`src/rtl/regfile_wb_arbiter.sv`:
```
// regfile_wb_arbiter: merges ALU results and FIFO-buffered LSU results onto the single regfile write port
module regfile_wb_arbiter #(
    parameter int DEPTH      = 2,
    parameter int STARVE_MAX = 3
) (
    input  logic                       clk_i,
    input  logic                       rst_i,
    input  logic                       alu_valid_i,
    output logic                       alu_ready_o,
    input  logic [4:0]                 alu_rd_addr_i,
    input  logic [31:0]                alu_rd_data_i,
    input  logic                       lsu_valid_i,
    output logic                       lsu_ready_o,
    input  logic [4:0]                 lsu_rd_addr_i,
    input  logic [31:0]                lsu_rd_data_i,
    input  logic [4:0]                 chk_addr_i,
    output logic                       chk_hit_o,
    output logic                       rd_wren,
    output logic [4:0]                 rd_addr,
    output logic [31:0]                rd_data,
    output logic [$clog2(DEPTH):0]     fifo_count_o
);
    localparam int PW = $clog2(DEPTH);
    localparam int CW = PW + 1;
    localparam int SW = $clog2(STARVE_MAX + 1) + 1;

    logic [4:0]    mem_addr [DEPTH];
    logic [31:0]   mem_data [DEPTH];
    logic [PW-1:0] wr_ptr, rd_ptr, off;
    logic [CW-1:0] count;
    logic [SW-1:0] starve_cnt;
    logic          not_empty, starving, push, pop, grant_alu, fifo_hit;
    logic [4:0]    g_addr;
    logic [31:0]   g_data;

    assign not_empty    = count != '0;
    assign starving     = not_empty && (starve_cnt >= SW'(STARVE_MAX));
    assign grant_alu    = !starving && alu_valid_i;
    // pop is decided from registered count only, so a same-cycle push never falls through
    assign pop          = starving || (!alu_valid_i && not_empty);
    assign lsu_ready_o  = count < CW'(DEPTH);
    assign push         = lsu_valid_i && lsu_ready_o;
    assign alu_ready_o  = !starving;
    assign fifo_count_o = count;
    assign g_addr       = pop ? mem_addr[rd_ptr] : alu_rd_addr_i;
    assign g_data       = pop ? mem_data[rd_ptr] : alu_rd_data_i;

    always_comb begin
        fifo_hit = 1'b0;
        off      = '0;
        for (int i = 0; i < DEPTH; i++) begin
            off = PW'(i) - rd_ptr;
            if (({1'b0, off} < count) && (mem_addr[i] == chk_addr_i))
                fifo_hit = 1'b1;
        end
        chk_hit_o = (chk_addr_i != '0) && (fifo_hit || (rd_wren && rd_addr == chk_addr_i));
    end

    always_ff @(posedge clk_i) begin
        if (push) begin
            mem_addr[wr_ptr] <= lsu_rd_addr_i;
            mem_data[wr_ptr] <= lsu_rd_data_i;
        end
    end

    always_ff @(posedge clk_i) begin
        if (rst_i) begin
            wr_ptr     <= '0;
            rd_ptr     <= '0;
            count      <= '0;
            starve_cnt <= '0;
            rd_wren    <= 1'b0;
            rd_addr    <= '0;
            rd_data    <= '0;
        end else begin
            wr_ptr     <= push ? wr_ptr + 1'b1 : wr_ptr;
            rd_ptr     <= pop ? rd_ptr + 1'b1 : rd_ptr;
            count      <= count + CW'(push) - CW'(pop);
            starve_cnt <= (!not_empty || pop) ? '0 :
                          (starve_cnt >= SW'(STARVE_MAX)) ? starve_cnt : starve_cnt + 1'b1;
            rd_wren    <= (pop || grant_alu) && (g_addr != '0);
            if (pop || grant_alu) begin
                rd_addr <= g_addr;
                rd_data <= g_data;
            end
        end
    end
endmodule

```
`config.mk`:
```
export PLATFORM = sky130hd
export DESIGN_NAME = regfile_wb_arbiter
export DESIGN_NICKNAME = d
export VERILOG_FILES = /design/src/rtl/regfile_wb_arbiter.sv
export SDC_FILE = /design/constraint.sdc
export NUM_CORES = 1
export LEC_CHECK = 0
export ABC_AREA = 1
export CORE_ASPECT_RATIO = 0.9
export CORE_MARGIN = 2
export CORE_UTILIZATION = 55
export CTS_BUF_LIST = sky130_fd_sc_hd__clkbuf_2 sky130_fd_sc_hd__clkbuf_4 sky130_fd_sc_hd__clkbuf_8
export DETAILED_ROUTE_END_ITERATION = 8
export PLACE_DENSITY = 0.95
export SYNTH_ARGS = -nofsm -noshare
export SYNTH_HDL_FRONTEND = slang
export SYNTH_SLANG_ARGS = --single-unit
export TNS_END_PERCENT = 50
```
`constraint.sdc`:
```
create_clock -name clk_i -period 7.3 [get_ports clk_i]
set_input_delay 1.46 -clock clk_i [delete_from_list [all_inputs] [get_ports clk_i]]
set_output_delay 1.46 -clock clk_i [all_outputs]
set_load 0.03 [all_outputs]
```
==> results of run 1 <==
cell usage in the layout (no fill, tap or decap), types with 3 or more instances in the layout:
cell / synthesis / final
clkdlybuf4s50_1: 0 / 125
o21ai_0: 24 / 24
inv_1: 23 / 23
xor2_1: 8 / 8
clkbuf_8: 0 / 17
o21ai_1: 41 / 41
edfxtp_1: 74 / 74
dfxtp_1: 46 / 46
nand2_1: 96 / 96
ha_1: 4 / 4
o21ai_2: 9 / 9
nand3_1: 43 / 43
nor3_1: 4 / 4
inv_6: 1 / 8
nor2_1: 92 / 90
clkinv_4: 0 / 3
a21oi_1: 9 / 9
nor2_4: 2 / 4
final timing paths:
path	start	to	slack [ns]
setup / recovery	chk_addr_i[4]	chk_hit_o	2.44
hold / removal	rd_data[24]$_SDFFE_PP0P_	rd_data[24]$_SDFFE_PP0P_	0.48
setup reg to reg	starve_cnt[0]$_SDFFE_PP0P_	fifo_count_o[1]$_SDFF_PP0_	4.28
hold reg to reg	rd_data[24]$_SDFFE_PP0P_	rd_data[24]$_SDFFE_PP0P_	0.48
routing by layer:
layer	up-vias	share of wire, %
li1	1964	-
met1	1930	39
met2	177	52
met3	16	7.1
met4	0	1.8
met5	-	0
worst min-delay path: stages (launching register included):
cell     delay (ns)
dfxtp_1        0.31
nand3_1        0.07
o21ai_1        0.06
registers in the layout, indices dropped and copies added (netlist names), named ones only:
signal	count
rd_addr	5
rd_wren	1
starve_cnt	3
fifo_count_o	2
wr_ptr	1
rd_data	32
mem_data	64
mem_addr	10
rd_ptr	1
metrics by stage:
stage | power, mW | hold WS [ns] | util [%] | setup WS [ns]
floorplan | 1.49 | 0.482 | - | 3.58
global placement | 1.76 | 0.463 | 70.0 | 2.43
global route | 2.46 | 0.503 | 74.2 | 2.31
finish | 2.35 | 0.480 | 74.2 | 2.44
CTS | 2.35 | 0.482 | 74.2 | 2.43
detailed placement | 1.79 | 0.468 | 70.0 | 2.44
cells in the mapped netlist (all sizes together):
cell,number
o211ai,1
nand2,97
a21oi,9
clkbuf,5
edfxtp,74
inv,26
dfxtp,46
nor2,96
o21ai,74
xor2,8
buf,20
o22ai,2
or2,1
ha,4
xnor2,1
nand3,44
nor3,4
layout make-up:
class	instances	area, um2
Tap cell	122	153
Clock buffer	18	241
Fill cell	647	2320
Timing Repair Buffer	126	1260
Multi-Input combinational cell	341	1640
Clock inverter	14	138
Inverter	26	103
Sequential cell	120	3140
power by group:
part           switching, mW  leakage [nW]  internal [mW]
logic                  0.539          1.31          0.288
registers             0.0731          1.07          0.877
clock network          0.286         0.189          0.281
kinds of logic after synthesis:
kind of cell / share of synthesized area [%]
adders and majority gates: 0.996
buffers and inverters: 5.10
DFF: 62.5
and+or+nand+nor: 20.4
AOI/OAI and AO/OA: 9.43
xor gates and xnor gates: 1.57
==> flow_metrics.env, run 1 <==
export IMPL_status="completed"
export IMPL_wl_per_cell_um=16.2
export IMPL_crit_arrival_ns=3.40
export IMPL_path_buf_inv=3
export IMPL_start_util_pct=55.9
export IMPL_postCtsSetupRepairBufs=0
export IMPL_io_pins=126
export IMPL_rsz0062_at_grt="no"
export IMPL_finalSetupViolCount=0
export IMPL_area_delta_synth_final_pct=32.9
export IMPL_n_antenna_cell=0
export IMPL_ant_nets=0
export IMPL_leakage_nw=2.57
export IMPL_groute_usage_overall_pct=25.9
export IMPL_grt_pass1_vias=4146
export IMPL_clock_latency_ns=0.42
export IMPL_syn_area_per_cell_um2=9.82
export IMPL_use_met2_pct=47.7
export IMPL_min_path_type="reg2reg"
export IMPL_place_hpwl_um=8070
export IMPL_power_density_nw_per_um2=351
export IMPL_synth_cell_types=29
export IMPL_grt_pass1_wl_um=19600
export IMPL_tightest_slew_ns=1.17
export IMPL_die_w_um=105
export IMPL_synth_top_cell_area_share_pct=44.2
export IMPL_clk_pin_slew_ns=0.08
export IMPL_period_minus_slack_ns=4.86
export IMPL_use_met3_pct=8.28
export IMPL_cts_buffers=17
export IMPL_wl_um=12400
export IMPL_dp_cells=735
export IMPL_yosysTopAreaCell="edfxtp_1"
export IMPL_core_area_um2=9000
export IMPL_reg2reg_depth=12
export IMPL_synth_seq_cells=120
export IMPL_crit_path_end_kind="output port"
export IMPL_dpl_instance_area_um2=6300
export IMPL_crit_chain="clkdlybuf4s50_1 > or2_2 > a21oi_1 > nand3_1 > nand3_1 > nand2_1 > inv_1 > clkdlybuf4s50_1"
export IMPL_critPathSlowestCell="clkdlybuf4s50_1"
export IMPL_root_buffer="clkbuf_8"
export IMPL_stdcell_count=767
export IMPL_vdd_drop_max_uv=224
export IMPL_first_iter_violations=206
export IMPL_setup_tns_ns=0
export IMPL_cp_depth=8
export IMPL_maxSlewHeadroom_pct=21.6
export IMPL_die_area_um2=9920
export IMPL_cp_max_fo=5
export IMPL_tritoncts="done"
export IMPL_viasPerCell=5.33
export IMPL_drt_pass1_iter_count=4
export IMPL_clkSinkCount=120
export IMPL_post_cts_resized=0
export IMPL_grt_max_degree=42
export IMPL_io_buffers=125
export IMPL_rows=33
export IMPL_synth_warnings=0
export IMPL_gr_usage_met1_pct=28.5
export IMPL_worst_clock_skew_ns=0.0119
export IMPL_die_y_um=94.7
export IMPL_grt_overflow_total=0
export IMPL_postLayoutCellArea_um2=6680
export IMPL_nets=719
export IMPL_drive_gt1_share_pct=8.53
export IMPL_antenna_found_initial=0
export IMPL_startpoint_type="primary input"
export IMPL_synth_area_leaders="edfxtp_1 (44%), dfxtp_1 (18%), nand2_1 (7.2%)"
export IMPL_h_tree_depth=4
export IMPL_grt_busiest_layer="met2"
export IMPL_finalMaxSlewViolations=0
export IMPL_place_congestion=0.862
export IMPL_critPathKind="in2out"
export IMPL_clock_fmax_mhz=206
export IMPL_min_period_over_period_pct=66.6
export IMPL_drv_cap=0
export IMPL_ys_seq_area_share_pct=62.5
export IMPL_finalHoldViolations=0
export IMPL_critPathMaxStageDelay_ns=0.66
export IMPL_syn_nets=599
export IMPL_worstPathRequired_ns=5.84
export IMPL_cpLargestDelayFamily="buffers and inverters"
export IMPL_drc=0
export IMPL_syn_cell_area_um2=5030
export IMPL_hold_path_depth=2
export IMPL_cts_buffer_depth=2
export IMPL_ctsHoldBuffers=0
export IMPL_syn_inst=512
export IMPL_dr_total_vias=4087
(Power assumes the default switching activity.)
==> run 2: changes to the inputs <==
CORE_UTILIZATION = 46   (was 55)
PLACE_DENSITY = 0.88   (was 0.95)
clock period = 4 ns   (was 7.3 ns; I/O delays follow)
==> run 2 against run 1 <==
- combinational power up 78%
- register-to-register slack worse by 2.8 ns
- global-route usage down 4.8 points
- design area is 1.5% higher
- sequential share of layout area fell by 0.69 points
- critical path depth stayed put
- critical endpoint unchanged
- largest cell class unchanged
- highest routed layer unchanged
==> flow_metrics.env, run 2 (synthesis gave the netlist of run 1 again) <==
export IMPL_status="completed"
export IMPL_nets=721
export IMPL_start_util_pct=46.9
export IMPL_finalSetupViolCount=0
export IMPL_use_met3_pct=6.18
export IMPL_dpl_instance_area_um2=6330
export IMPL_critPathSlowestCell="clkdlybuf4s50_1"
export IMPL_ant_nets=0
export IMPL_critPathKind="in2out"
export IMPL_io_pins=126
export IMPL_h_tree_depth=4
export IMPL_finalMaxSlewViolations=0
export IMPL_rows=36
export IMPL_cp_max_fo=5
export IMPL_place_hpwl_um=7840
export IMPL_min_period_over_period_pct=90.2
export IMPL_setup_tns_ns=0
export IMPL_drc=0
export IMPL_crit_path_end_kind="output port"
export IMPL_clkSinkCount=120
export IMPL_regMostFlops="mem_data"
export IMPL_dr_total_vias=4012
export IMPL_die_y_um=103
export IMPL_worstPathRequired_ns=3.20
export IMPL_period_minus_slack_ns=3.61
export IMPL_drv_cap=0
export IMPL_grt_pass1_vias=3954
export IMPL_root_buffer="clkbuf_8"
export IMPL_drt_pass1_iter_count=4
export IMPL_leakage_nw=2.63
export IMPL_ctsHoldBuffers=0
export IMPL_crit_arrival_ns=2.81
export IMPL_largestRegisters="mem_data: 64 flops, rd_data: 32 flops, mem_addr: 10 flops"
export IMPL_n_antenna_cell=0
export IMPL_first_iter_violations=268
export IMPL_wl_per_cell_um=15.5
export IMPL_viasPerCell=5.14
export IMPL_clock_latency_ns=0.41
export IMPL_cts_buffer_depth=2
export IMPL_seqCellArea_um2=3140
export IMPL_antenna_found_initial=0
export IMPL_startpoint_type="primary input"
export IMPL_fillers=867
export IMPL_critPathMaxStageDelay_ns=0.66
export IMPL_power_density_nw_per_um2=659
export IMPL_clk_pin_slew_ns=0.06
export IMPL_die_w_um=114
export IMPL_multi_input_area_um2=1640
export IMPL_postCtsSetupRepairBufs=0
export IMPL_largest_register_ffs=64
export IMPL_post_cts_resized=0
export IMPL_place_congestion=0.956
export IMPL_grt_overflow_total=0
export IMPL_gr_usage_met1_pct=23.7
export IMPL_grt_busiest_layer="met2"
export IMPL_area_delta_synth_final_pct=34.9
export IMPL_core_area_um2=10700
export IMPL_postLayoutCellArea_um2=6780
export IMPL_grt_max_degree=43
export IMPL_finalHoldViolations=0
export IMPL_grt_pass1_wl_um=18800
export IMPL_use_met2_pct=38.6
export IMPL_min_path_type="reg2reg"
export IMPL_final_cell_mix="clkdlybuf4s50_1 (125), nand2_1 (96), nor2_1 (90)"
export IMPL_tritoncts="done"
export IMPL_final_common_cell="clkdlybuf4s50_1"
export IMPL_groute_usage_overall_pct=21.0
export IMPL_rsz0062_at_grt="no"
export IMPL_die_area_um2=11800
export IMPL_maxSlewHeadroom_pct=26.4
export IMPL_vdd_drop_max_uv=270
export IMPL_crit_chain="clkdlybuf4s50_1 > or2_2 > a21oi_1 > nand3_1 > nand3_1 > nand2_1 > inv_1 > clkdlybuf4s50_1"
export IMPL_cts_buffers=17
export IMPL_wl_um=12100
export IMPL_clock_fmax_mhz=277
export IMPL_worst_clock_skew_ns=0.0111
export IMPL_drive_gt1_share_pct=8.81
export IMPL_tightest_slew_ns=1.10
export IMPL_io_buffers=125
==> run 2: changes by cell type in the layout (fill, tap and decap cells not counted) <==
cell	before	now
clkinv_4	3	0
clkbuf_4	1	4
bufinv_16	1	5
inv_6	8	1
buf_4	1	3
clkinvlp_4	2	0
clkbuf_8	17	18
clkinv_1	0	1
clkinv_2	1	4
dfxtp_2	0	1
dfxtp_1	46	45
==> run 2: where the power goes <==
part | internal [mW] | total, mW | switching, mW
Sequential | 1.60 | 1.77 | 0.166
Combinational | 0.533 | 1.47 | 0.937
Clock | 0.781 | 1.23 | 0.452
==> run 2: per-layer routing <==
metal | share of wire, % | up-vias | wire length (um)
met5 | 0 | - | 0
met4 | 0.86 | 0 | 104
met3 | 5.5 | 10 | 667
met2 | 53 | 139 | 6420
met1 | 40 | 1895 | 4870
li1 | - | 1968 | -
==> run 2: layout make-up <==
| class | count | share of cell area [%] |
|---|---|---|
| clock inverter | 10 | 2.56 |
| timing repair buffer | 128 | 18.8 |
| multi-input combinational | 341 | 24.2 |
| clock buffer | 22 | 4.10 |
| sequential | 120 | 46.4 |
| inverter | 26 | 1.51 |
| tap | 133 | 2.45 |
==> run 2: through the flow <==
| stage | hold WS (ns) | total power [mW] | cells | setup WS [ns] | util (%) |
|---|---|---|---|---|---|
| 3_3_place_gp | 0.465 | 3.21 | 748 | 0.512 | 59.0 |
| 3_5_place_dp | 0.470 | 3.27 | 748 | 0.446 | 59.0 |
| 4_1_cts | 0.480 | 4.51 | 780 | 0.441 | 63.3 |
| 6_report | 0.477 | 4.47 | 780 | 0.391 | 63.3 |
| 2_1_floorplan | 0.482 | 2.72 | 512 | 1.05 | - |
| 5_1_grt | 0.488 | 4.71 | 780 | 0.349 | 63.3 |
==> run 2: final timing paths <==
kind                         startpoint                         end  slack, ns  cells past startpoint
min            rd_data[20]$_SDFFE_PP0P_    rd_data[20]$_SDFFE_PP0P_       0.48                      2
max                       chk_addr_i[4]                   chk_hit_o       0.39                      8
max reg2reg  starve_cnt[0]$_SDFFE_PP0P_  fifo_count_o[1]$_SDFF_PP0_       1.49                     12
min reg2reg    rd_data[20]$_SDFFE_PP0P_    rd_data[20]$_SDFFE_PP0P_       0.48                      2
==> run 2: critical path: cells and delay by family <==
kind / cells / cell delay [ns]
buffers and inverters: 3 / 1.21
AND/OR/NAND/NOR: 4 / 0.63
AO/OA/AOI/OAI: 1 / 0.17
